`config.mk`:
```
export PLATFORM = sky130hd
export DESIGN_NAME = scan_controller
export DESIGN_NICKNAME = d
export VERILOG_FILES = /design/src/rtl/scan_controller.sv
export SDC_FILE = /design/constraint.sdc
export NUM_CORES = 1
export LEC_CHECK = 0
export BUFFER_PORTS_ARGS = -buffer_cell sky130_fd_sc_hd__clkbuf_2
export CELL_PAD_IN_SITES_DETAIL_PLACEMENT = 1
export CELL_PAD_IN_SITES_GLOBAL_PLACEMENT = 2
export CORE_ASPECT_RATIO = 0.75
export CORE_UTILIZATION = 40
export DETAILED_ROUTE_END_ITERATION = 6
export PLACE_DENSITY = 0.8
export REMOVE_ABC_BUFFERS = 1
export SYNTH_ARGS = -nofsm -noshare
export SYNTH_HDL_FRONTEND = slang
export SYNTH_SLANG_ARGS = --single-unit
```
`constraint.sdc`:
```
create_clock -name clk -period 3.89 [get_ports clk]
set_input_delay 0.1945 -clock clk [delete_from_list [all_inputs] [get_ports clk]]
set_output_delay 0.1945 -clock clk [all_outputs]
set_load 0.02 [all_outputs]
```
`src/rtl/scan_controller.sv`:
```
// -----------------------------------------------------------------------------
// scan_controller
// Four-digit multiplexed display scanner. A prescaler divides clk down to one
// digit slot every CLK_DIV cycles, sel/anode walk ones -> tens -> hundreds ->
// thousands, and newly loaded digits are held in a pending buffer until the
// frame wraps so that a frame never shows a mix of old and new digits.
//
// Optional feature macro: SCAN_LEADING_ZERO_BLANK_EN
//   defined   -> a slot's anode stays high while that digit and every higher
//                digit are zero (the ones slot is always lit)
//   undefined -> all four slots are driven
//
// Start-up behaviour: after reset the anodes stay dark until the first tick.
// That first tick lights slot 0 (anode = 4'b1110) without advancing sel, so
// the visible sequence is 0,1,2,3,0,... with one slot per tick from then on.
// It is not a wrap tick and cannot commit pending data. Re-enabling after a
// pause does not repeat this priming; scanning simply resumes at sel + 1.
// -----------------------------------------------------------------------------
module scan_controller #(
    parameter int CLK_DIV = 50000
) (
    input  logic       clk,
    input  logic       rst,
    input  logic       enable,
    input  logic       load,
    input  logic [3:0] ones_in,
    input  logic [3:0] tens_in,
    input  logic [3:0] hundreds_in,
    input  logic [3:0] thousands_in,
    output logic [3:0] ones,
    output logic [3:0] tens,
    output logic [3:0] hundreds,
    output logic [3:0] thousands,
    output logic [1:0] sel,
    output logic [3:0] anode,
    output logic       frame_done,
    output logic       load_ack
);

    localparam int CW = (CLK_DIV > 2) ? $clog2(CLK_DIV) : 1;
    localparam logic [CW-1:0] COUNT_LAST = CW'(CLK_DIV - 1);

    // prescaler and scan position
    logic [CW-1:0] count_r;
    logic [1:0]    sel_r;
    logic [3:0]    anode_r;
    logic          started_r;

    // displayed and pending digits
    logic [3:0]    ones_r;
    logic [3:0]    tens_r;
    logic [3:0]    hundreds_r;
    logic [3:0]    thousands_r;
    logic [3:0]    pend_ones_r;
    logic [3:0]    pend_tens_r;
    logic [3:0]    pend_hundreds_r;
    logic [3:0]    pend_thousands_r;
    logic          pending_r;

    // pulses
    logic          frame_done_r;
    logic          load_ack_r;

    // combinational decode
    logic          tick_s;
    logic          wrap_s;
    logic          commit_s;
    logic [1:0]    sel_next_s;
    logic [3:0]    blank_s;
    logic [3:0]    anode_next_s;

`ifdef SCAN_LEADING_ZERO_BLANK_EN
    // Slot n is blank when digit n and every digit above it are zero;
    // slot 0 is never blanked so a value of zero still shows "0".
    function automatic logic [3:0] leading_zero_mask(
        input logic [3:0] d_thousands,
        input logic [3:0] d_hundreds,
        input logic [3:0] d_tens
    );
        logic z3;
        logic z2;
        logic z1;
        z3 = (d_thousands == 4'd0);
        z2 = z3 && (d_hundreds == 4'd0);
        z1 = z2 && (d_tens == 4'd0);
        return {z3, z2, z1, 1'b0};
    endfunction
`endif

    // Tick, wrap and commit decode plus next scan position and anode pattern
    always_comb begin
        tick_s     = enable && (count_r == COUNT_LAST);
        wrap_s     = tick_s && started_r && (sel_r == 2'd3);
        commit_s   = wrap_s && pending_r;
        if (started_r) begin
            sel_next_s = sel_r + 2'd1;
        end else begin
            sel_next_s = sel_r;
        end
`ifdef SCAN_LEADING_ZERO_BLANK_EN
        blank_s    = leading_zero_mask(thousands_r, hundreds_r, tens_r);
`else
        blank_s    = 4'b0000;
`endif
        anode_next_s = ~(4'b0001 << sel_next_s) | blank_s;
    end

    // Prescaler: counts enabled cycles, clears on tick and while disabled
    always_ff @(posedge clk or posedge rst) begin
        if (rst) begin
            count_r <= {CW{1'b0}};
        end else if (tick_s) begin
            count_r <= {CW{1'b0}};
        end else if (enable) begin
            count_r <= count_r + {{(CW-1){1'b0}}, 1'b1};
        end else begin
            count_r <= {CW{1'b0}};
        end
    end

    // Scan position and anode drive; anodes go dark while disabled
    always_ff @(posedge clk or posedge rst) begin
        if (rst) begin
            sel_r     <= 2'd0;
            anode_r   <= 4'b1111;
            started_r <= 1'b0;
        end else if (tick_s) begin
            sel_r     <= sel_next_s;
            anode_r   <= anode_next_s;
            started_r <= 1'b1;
        end else if (!enable) begin
            sel_r     <= sel_r;
            anode_r   <= 4'b1111;
            started_r <= started_r;
        end else begin
            sel_r     <= sel_r;
            anode_r   <= anode_r;
            started_r <= started_r;
        end
    end

    // Pending buffer: every load overwrites it; a commit without a new load clears the flag
    always_ff @(posedge clk or posedge rst) begin
        if (rst) begin
            pend_ones_r      <= 4'd0;
            pend_tens_r      <= 4'd0;
            pend_hundreds_r  <= 4'd0;
            pend_thousands_r <= 4'd0;
            pending_r        <= 1'b0;
        end else if (load) begin
            pend_ones_r      <= ones_in;
            pend_tens_r      <= tens_in;
            pend_hundreds_r  <= hundreds_in;
            pend_thousands_r <= thousands_in;
            pending_r        <= 1'b1;
        end else if (commit_s) begin
            pending_r        <= 1'b0;
        end else begin
            pending_r        <= pending_r;
        end
    end

    // Displayed digits change only on a committing wrap tick
    always_ff @(posedge clk or posedge rst) begin
        if (rst) begin
            ones_r      <= 4'd0;
            tens_r      <= 4'd0;
            hundreds_r  <= 4'd0;
            thousands_r <= 4'd0;
        end else if (commit_s) begin
            ones_r      <= pend_ones_r;
            tens_r      <= pend_tens_r;
            hundreds_r  <= pend_hundreds_r;
            thousands_r <= pend_thousands_r;
        end else begin
            ones_r      <= ones_r;
            tens_r      <= tens_r;
            hundreds_r  <= hundreds_r;
            thousands_r <= thousands_r;
        end
    end

    // One-cycle status pulses following a wrap tick and a commit
    always_ff @(posedge clk or posedge rst) begin
        if (rst) begin
            frame_done_r <= 1'b0;
            load_ack_r   <= 1'b0;
        end else begin
            frame_done_r <= wrap_s;
            load_ack_r   <= commit_s;
        end
    end

    assign ones       = ones_r;
    assign tens       = tens_r;
    assign hundreds   = hundreds_r;
    assign thousands  = thousands_r;
    assign sel        = sel_r;
    assign anode      = anode_r;
    assign frame_done = frame_done_r;
    assign load_ack   = load_ack_r;

endmodule

```
; ---- Yosys cells after proc, flatten, opt, wreduce, memory -nomap -nowiden
; Cells that the tools add are included.
[word_totals]
ff_bits = 58
in_bits = 20
output_inout_bits = 24
[op_classes]
addsub = 2
eq_ne = 3
shifts = 1
n_mux = 7
n_bitwise = 1
reduce_logical = 5
[op_table]
columns = operator, count
row1 = 2-to-1 mux 16 bit, 2
row2 = adder 16 x 1 -> 16 bit (second input constant), 1
row3 = equality test 16 bit (second input constant), 1
row4 = 2-to-1 mux 4 bit, 2
row5 = logical AND 1 bit, 4
row6 = inverter 4 bit, 1
row7 = << shifter 1 x 2 -> 4 bit (first input constant), 1
row8 = adder 2 x 1 -> 2 bit (second input constant), 1
row9 = equality test 2 bit (second input constant), 1
row10 = 2-to-1 mux 1 bit, 2
row11 = 2-to-1 mux 2 bit, 1
row12 = != test 2 x 1 -> 1 bit (second input constant), 1
row13 = nonzero test 2 bit, 1

; ---- Logic depth before layout (Yosys ltp)
; Gate-level depths: netlist of run 1.
[logic_depth]
depth_word = 7
ltp_mapped = 7
ltp_nobuf = 5

; ---- Worst setup path before layout of run 1
; No wires, ideal clock.
[synth_timing]
kind = reg-to-reg
startpoint = register count_r[5]
endpoint = register hundreds_r[0], in the netlist hundreds[0]
arrival_time_ps = 2027
setup_slack_ps = 1738
path_stages_with_launch = 7
n_path_buf = 2
cell_sequence = dfrtp_1 > or4b_4 > nor4_4 > and2b_1 > buf_6 > buf_12 > mux2_4
[synth_between]
elab_chain_len = 5
[synth_lines]
columns = item, line_no
row1 = from (decl), 44  ; logic [CW-1:0] count_r;
row2 = from (signal assigned), 111  ; count_r <= {CW{1'b0}};
row3 = from (signal assigned), 113  ; count_r <= {CW{1'b0}};
row4 = from (signal assigned), 115  ; count_r <= count_r + {{(CW-1){1'b0}}, 1'b1};
row5 = equality test 16 bit, 92  ; tick_s = enable && (count_r == COUNT_LAST);
row6 = logical AND 1 bit, 92
row7 = logical AND 1 bit (2 in a row), 93  ; wrap_s = tick_s && started_r && (sel_r == 2'd3);
row8 = logical AND 1 bit, 94  ; commit_s = wrap_s && pending_r;
row9 = to (signal assigned), 173  ; hundreds_r <= pend_hundreds_r;
row10 = to (signal assigned), 178  ; hundreds_r <= hundreds_r;
row11 = to (decl), 52  ; logic [3:0] hundreds_r;
; Every way passes these cells.
; A chain may end at the register's enable or synchronous reset.

; ---- Final worst setup path of run 1
[layout_timing]
startpoint = register count_r[5]
endpoint = register ones_r[1], in the netlist ones[1]
[layout_between]
elab_chain_len = 5
[layout_lines]
columns = item, line_no
row1 = equality test 16 bit, 92
row2 = logical AND 1 bit, 92
row3 = logical AND 1 bit (2 in a row), 93
row4 = logical AND 1 bit, 94
row5 = to (signal assigned), 171  ; ones_r <= pend_ones_r;
row6 = to (signal assigned), 176  ; ones_r <= ones_r;
row7 = to (decl), 50  ; logic [3:0] ones_r;
; Every way passes these cells.

==> results of run 1 <==
## logic make-up after synthesis
kind of cell	after synthesis	share of synthesized area
DFF	58	0.5811
and+or+nand+nor	57	0.1288
muxes	33	0.1628
AOI/OAI and AO/OA	13	0.03795
xor gates and xnor gates	13	0.04543
adders and majority gates	2	0.009983
buffers and inverters	14	0.03394
## layout make-up
class                   count  area, um2
well taps                  78      97.59
flip-flops and latches     58       1456
fillers                   620       2955
inverters                   5      18.77
repair buffers             45      232.7
multi-input cells         118      964.7
clock buffers              12      165.2
clock inverters             4      25.02
## critical path, delay by kind of cell (launching register included)
kind             cells  cell delay (ns)
and+or+nand+nor      3             1.76
DFF                  1             0.42
muxes                1             0.41
## stage by stage
step	instances	util
after global placement	303	0.4666
after floorplan	181	-
final	320	0.5004
after global routing	320	0.5004
after detailed placement	303	0.4666
after CTS	320	0.5004
## flip-flops by register name, summed over array words and instances (netlist names), 2 cells and up
register	flops
sel	2
ones	4
pend_tens_r	4
tens	4
hundreds	4
anode	4
pend_hundreds_r	4
pend_thousands_r	4
thousands	4
pend_ones_r	4
count_r	16
## power by group through the flow
stage | registers [mW] | logic, mW | clock network (mW)
after floorplan | 0.641 | 0.0341 | 0
after global placement | 0.644 | 0.0542 | 0
after detailed placement | 0.645 | 0.0559 | 0
after CTS | 0.634 | 0.0568 | 0.534
after global routing | 0.636 | 0.0620 | 0.557
final | 0.634 | 0.0545 | 0.515
## cell usage in the layout, fill, tap and decap left out, drive strengths merged, types with 4 or more instances in the layout
master,instances
a21oi,4
clkbuf,55
dfrtp,54
dfstp,4
inv,5
mux2,32
nand2,6
nand3,5
nand4,5
nor2,20
nor3,5
nor4,5
o21ai,4
or3,4
xnor2,9
xor2,4
## metal layers
layer	GRT usage	routed length, um
met2	0.2345	2230
met4	0.06667	91
met3	0.05914	181
met5	0	0
met1	0.2375	2414
## path summary, 6_finish.rpt
kind	slack [ns]	from	end	cells past startpoint
worst max-delay path	1.17	count_r[5]	ones[1]	4
worst min-delay path	0.09	tens_in[3]	pend_tens_r[3]	2
worst max register to register	1.17	count_r[5]	ones[1]	4
worst min register to register	0.47	count_r[0]	count_r[0]	1
max in group asynchronous	2.66	rst	count_r[12]	4
min in group asynchronous	0.39	rst	tens[1]	3
==> reports/qor.yml, run 1 <==
hold_path:
  hold_class: "input port to flop"
placed_design:
  place.gp.congestion: 0.7136
  pre_cts_slack_ns: 1.151
  placed_area_mm2: 0.002760
  portBuffers: 43
  dp_hpwl_um: 3394
clock_network:
  clk_path_buf_depth: 2
  cts.sinks: 58
  cts_resized: 0
  clock_latency_ns: 0.33
  hold_buffers: 1
  cts_root_buf: "clkbuf_8"
  numCtsBuffers: 9
  cts_tree: "done"
  htreeDepth: 3
  clkTransAtPathRegs_ns: 0.07
  post_cts_buffers: 0
layout:
  areaGrowthSynthToFinish_pct: 18.12
  nets: 259
  fin_area_mm2: 0.002960
  antennaDiodeCount: 0
  layout-drive-gt1-share: 0.4298
timing:
  layout_setup_ws_ns: 1.170
  drv_slew: 0
  tightest_slew_ns: 1.086
  slew_headroom: 0.2735
  fin_skew_ns: 0.003395
  rsz0062_at_grt: "no"
  fin_crit_sh: 0.6991
  whs_ns: 0.09281
  period_needed_ns: 2.720
  totalNegativeSetupSlack_ns: 0
  fmax_mhz: 367.7
  hold_viol: 0
  final-setup-viol-count: 0
logic_synthesis:
  syn-instance-count: 190
  syn_area_per_cell_um2: 13.19
  synth-seq-cells: 58
  async_flop_share: 1.000
  yosysUniqueCellTypes: 36
  ys_top_cells_by_count: "54 x dfrtp_1, 22 x mux2_2, 20 x nor2_1, 10 x mux2_4, 9 x xnor2_1"
  synth_area_leader_cell: "dfrtp_1"
  ys_seq_area_frac: 0.5811
  synth_top_area_frac: 0.5392
  yosysMostFrequentCell: "dfrtp_1"
  synth_edf_count: 0
  syn-cell-area_mm2: 0.002506
  synth_area_leaders: "dfrtp_1 54%, mux2_2 9.9%, mux2_4 6.0%, dfstp_2 4.2%, xnor2_1 3.1%"
  synthFlopType: "dfrtp_1"
  yosys_warnings: 0
grt:
  grt_start_max_net_pins: 41
  overflow: 0
  grt_pass1_vias: 1583
  antenna_found_initial: 0
  track_usage: 0.1673
  grt_pass1_wl_um: 8211
floorplanning:
  start_util: 0.4236
  die_w_um: 93.40
  fp.dieArea_mm2: 0.006589
  coreArea_mm2: 0.005916
  die_h_um: 70.55
  pin_count: 44
  core.rowCount: 24
worst_setup_path:
  path_class: "flop to flop"
  cp_cell_sequence: "or4b_4 -> nor4_4 -> and2b_1 -> mux2_2"
  startpoint_type: "flop"
  cp-end-kind: "flop"
  cp_max_fo: 16
  arrival_ns: 2.93
  cp_slowest_stage_delay_ns: 0.76
  cp.required_ns: 4.10
  crit_slowest_cell: "and2b_1"
status:
  outcome: "finished clean"
pwr:
  ir_drop_mv: 0.2001
  p_int_uw: 930.0
  seq_power_share: 0.527
  swShare: 0.2271
  power_switching_uw: 273.3
  clkPwrFrac: 0.428
  total_power_mw: 1.203
  leakage_nw: 1.396
  power_frac_comb: 0.045
  power_density_mw_per_mm2: 406.5
detailed_routing:
  wl_per_cell_um: 15.37
  vias_per_cell: 4.959
  antenna_left: 0
  first_pass_iters: 4
  via_count: 1587
  drc: 0
  drtIter0Drc: 49
  finalWirelength_um: 4917
run:
  max-cap-violations: 0
No activity file was read; power rests on OpenSTA's default activity.
==> inputs of run 2 (changes only) <==
- ABC_AREA: unset -> 1
- CORE_UTILIZATION: 40 -> 29
- PLACE_DENSITY: 0.8 -> 0.71
- clock period: 3.89 -> 2.43 ns (I/O delays scaled with it)
==> reports/qor.yml, run 2 <==
floorplanning:
  die_w_um: 110.4
  coreArea_mm2: 0.008491
  fp.dieArea_mm2: 0.009193
  core.rowCount: 29
  start_util: 0.3009
  die_h_um: 83.29
  pin_count: 44
clock_network:
  cts_resized: 0
  cts_root_buf: "clkbuf_16"
  clkTransAtPathRegs_ns: 0.05
  cts.sinks: 58
  cts_tree: "done"
  clock_latency_ns: 0.33
  htreeDepth: 3
  numCtsBuffers: 9
  clk_path_buf_depth: 2
  post_cts_buffers: 0
detailed_routing:
  vias_per_cell: 4.457
  wl_per_cell_um: 12.87
  first_pass_iters: 4
  via_count: 2144
  antenna_left: 0
  finalWirelength_um: 6191
  drtIter0Drc: 47
  drc: 0
worst_setup_path:
  cp-end-kind: "flop"
  startpoint_type: "flop"
  path_class: "flop to flop"
  cp_cell_sequence: "ha_1 -> nand2_1 -> nor2_1 -> nand3_1 -> nor2_1 -> nand4_2 -> nand2_1 -> nand2_1"
  crit_family: "simple AND/OR/NAND/NOR gates"
  cpMostUsedCell: "nand2_1"
  r2r_setup_slack_ns: 0.66
  r2r_end: "thousands[3]"
  cp_max_fo: 17
  cp.required_ns: 2.64
  path_buf_inv: 0
  crit_slowest_cell: "nand4_2"
  cp_slowest_stage_delay_ns: 0.39
  arrival_ns: 1.97
  rr_worst_depth: 8
  rr_startpoint: "count_r[0]"
pwr:
  power_frac_comb: 0.044
  seq_power_share: 0.432
  leakage_nw: 1.758
  power_switching_uw: 494.8
  power_density_mw_per_mm2: 710.6
  ir_drop_mv: 0.3046
  p_int_mw: 1.849
  clkPwrFrac: 0.525
  swShare: 0.2111
logic_synthesis:
  syn-instance-count: 308
  yosys_warnings: 0
  ys_top_cells_by_count: "121 x nand2_1, 54 x dfrtp_1, 35 x nor2_1, 28 x inv_1, 24 x nand3_1"
  synth-seq-cells: 58
  async_flop_share: 1.000
  syn-cell-area_mm2: 0.002555
  synth_area_leaders: "dfrtp_1 53%, nand2_1 18%, nor2_1 5.1%, nand3_1 4.7%, dfstp_2 4.1%"
  synth_area_leader_cell: "dfrtp_1"
  synth_top_area_frac: 0.5289
  synthFlopType: "dfrtp_1"
  yosysUniqueCellTypes: 25
  syn_area_per_cell_um2: 8.295
  yosysMostFrequentCell: "nand2_1"
  ys_seq_area_frac: 0.5700
  synth_edf_count: 0
grt:
  grt_pass1_vias: 2114
  grt_start_max_net_pins: 33
  overflow: 0
  antenna_found_initial: 0
  track_usage: 0.1526
  grt_pass1_wl_um: 10470
layout:
  layout-drive-gt1-share: 0.1957
  largest_reg_flops: 16
  nets: 391
  antennaDiodeCount: 0
  post-route-util: 0.3884
  regMostFlops: "count_r"
  final_cell_mix: "121 x nand2_1, 54 x dfrtp_1, 43 x clkbuf_2"
  final_common_cell: "nand2_1"
  fill_cells: 1045
  areaGrowthSynthToFinish_pct: 29.09
timing:
  drv_slew: 0
  rsz0062_at_grt: "no"
  fin_skew_ns: 0.006636
  final-setup-viol-count: 0
  slew_headroom: 0.5861
  fin_crit_sh: 0.7268
  hold_viol: 0
  layout_setup_ws_ns: 0.6640
  fmax_mhz: 566.3
  tightest_slew_ns: 0.6200
  period_needed_ns: 1.766
  totalNegativeSetupSlack_ns: 0
placed_design:
  place.gp.congestion: 0.7444
  portBuffers: 43
  pre_cts_slack_ns: 0.6321
  dp_hpwl_um: 4261
run:
  max-cap-violations: 0
hold_path:
  min_delay_path_depth: 3
  hold_class: "input port to flop"
  holdPathEnd: "pend_tens_r[2]"
  min-delay-start: "tens_in[2]"
status:
  outcome: "finished clean"
[run 2: area by class of cell]
| type | instances | area [um2] | area share |
|---|---|---|---|
| Inverter | 31 | 116.4 | 0.03528 |
| Timing Repair Buffer | 57 | 362.8 | 0.1100 |
| Clock buffer | 12 | 246.5 | 0.07473 |
| Multi-Input combinational cell | 212 | 940.9 | 0.2853 |
| Sequential cell | 58 | 1456 | 0.4416 |
| Clock inverter | 3 | 40.04 | 0.01214 |
| Tap cell | 108 | 135.1 | 0.04097 |
[run 2: routing by layer]
layer  global-route usage  up-vias  wire length, um
li1                     -     1076                -
met1               0.2167     1025             3121
met2               0.2140       32             2738
met3              0.04474       11              210
met4              0.06459        0              120
met5                    0        -                0
[run 2: power groups by stage]
stage | clock network [mW] | registers (mW) | logic, mW
6_report | 1.23 | 1.01 | 0.102
5_1_grt | 1.30 | 1.01 | 0.120
4_1_cts | 1.26 | 1.01 | 0.106
3_5_place_dp | 0 | 1.03 | 0.0914
3_3_place_gp | 0 | 1.03 | 0.0905
2_1_floorplan | 0 | 1.02 | 0.0491
[run 2: cells by family (layout without fill, tap and decap cells)]
group / count (synthesis) / count (layout) / share of synthesized area
adder cells (fa/ha/maj): 2 / 2 / 0.009793
buffers and inverters: 38 / 103 / 0.06170
AND/OR/NAND/NOR: 193 / 193 / 0.3203
AO/OA/AOI/OAI: 14 / 14 / 0.02791
XOR/XNOR: 3 / 3 / 0.01029
flip-flops: 58 / 58 / 0.5700
[run 2: timing repair]
action,in CTS,in global routing
hold buffers,12,0
hold endpoints to repair,37,0
setup endpoints to repair,0,0
[run 2: worst max path at each step]
stage | from | end | slack (ns) | cells after the start
6_report | count_r[0] | thousands[3] | 0.66 | 8
5_1_grt | count_r[0] | ones[1] | 0.45 | 8
4_1_cts | count_r[0] | hundreds[1] | 0.60 | 8
3_5_place_dp | count_r[0] | thousands[3] | 0.63 | 8
3_3_place_gp | count_r[0] | ones[3] | 0.70 | 8
2_1_floorplan | rst | count_r[0] | 0.89 | 1
[run 2: through the flow]
stage                     hold slack, ns  instances  power (mW)  area [um2]
after global routing             0.01601        481       2.438        3298
after CTS                       0.007062        481       2.379        3298
final                           0.009339        481       2.344        3298
after global placement            0.2251        454       1.116        2892
after detailed placement          0.2268        454       1.118        2892
after floorplan                   0.2339        301       1.072        2514
[run 2: worst min-delay path: stages]
cell and delay, ns:
clkbuf_2 0.08, nand2_1 0.04, nand2_1 0.05
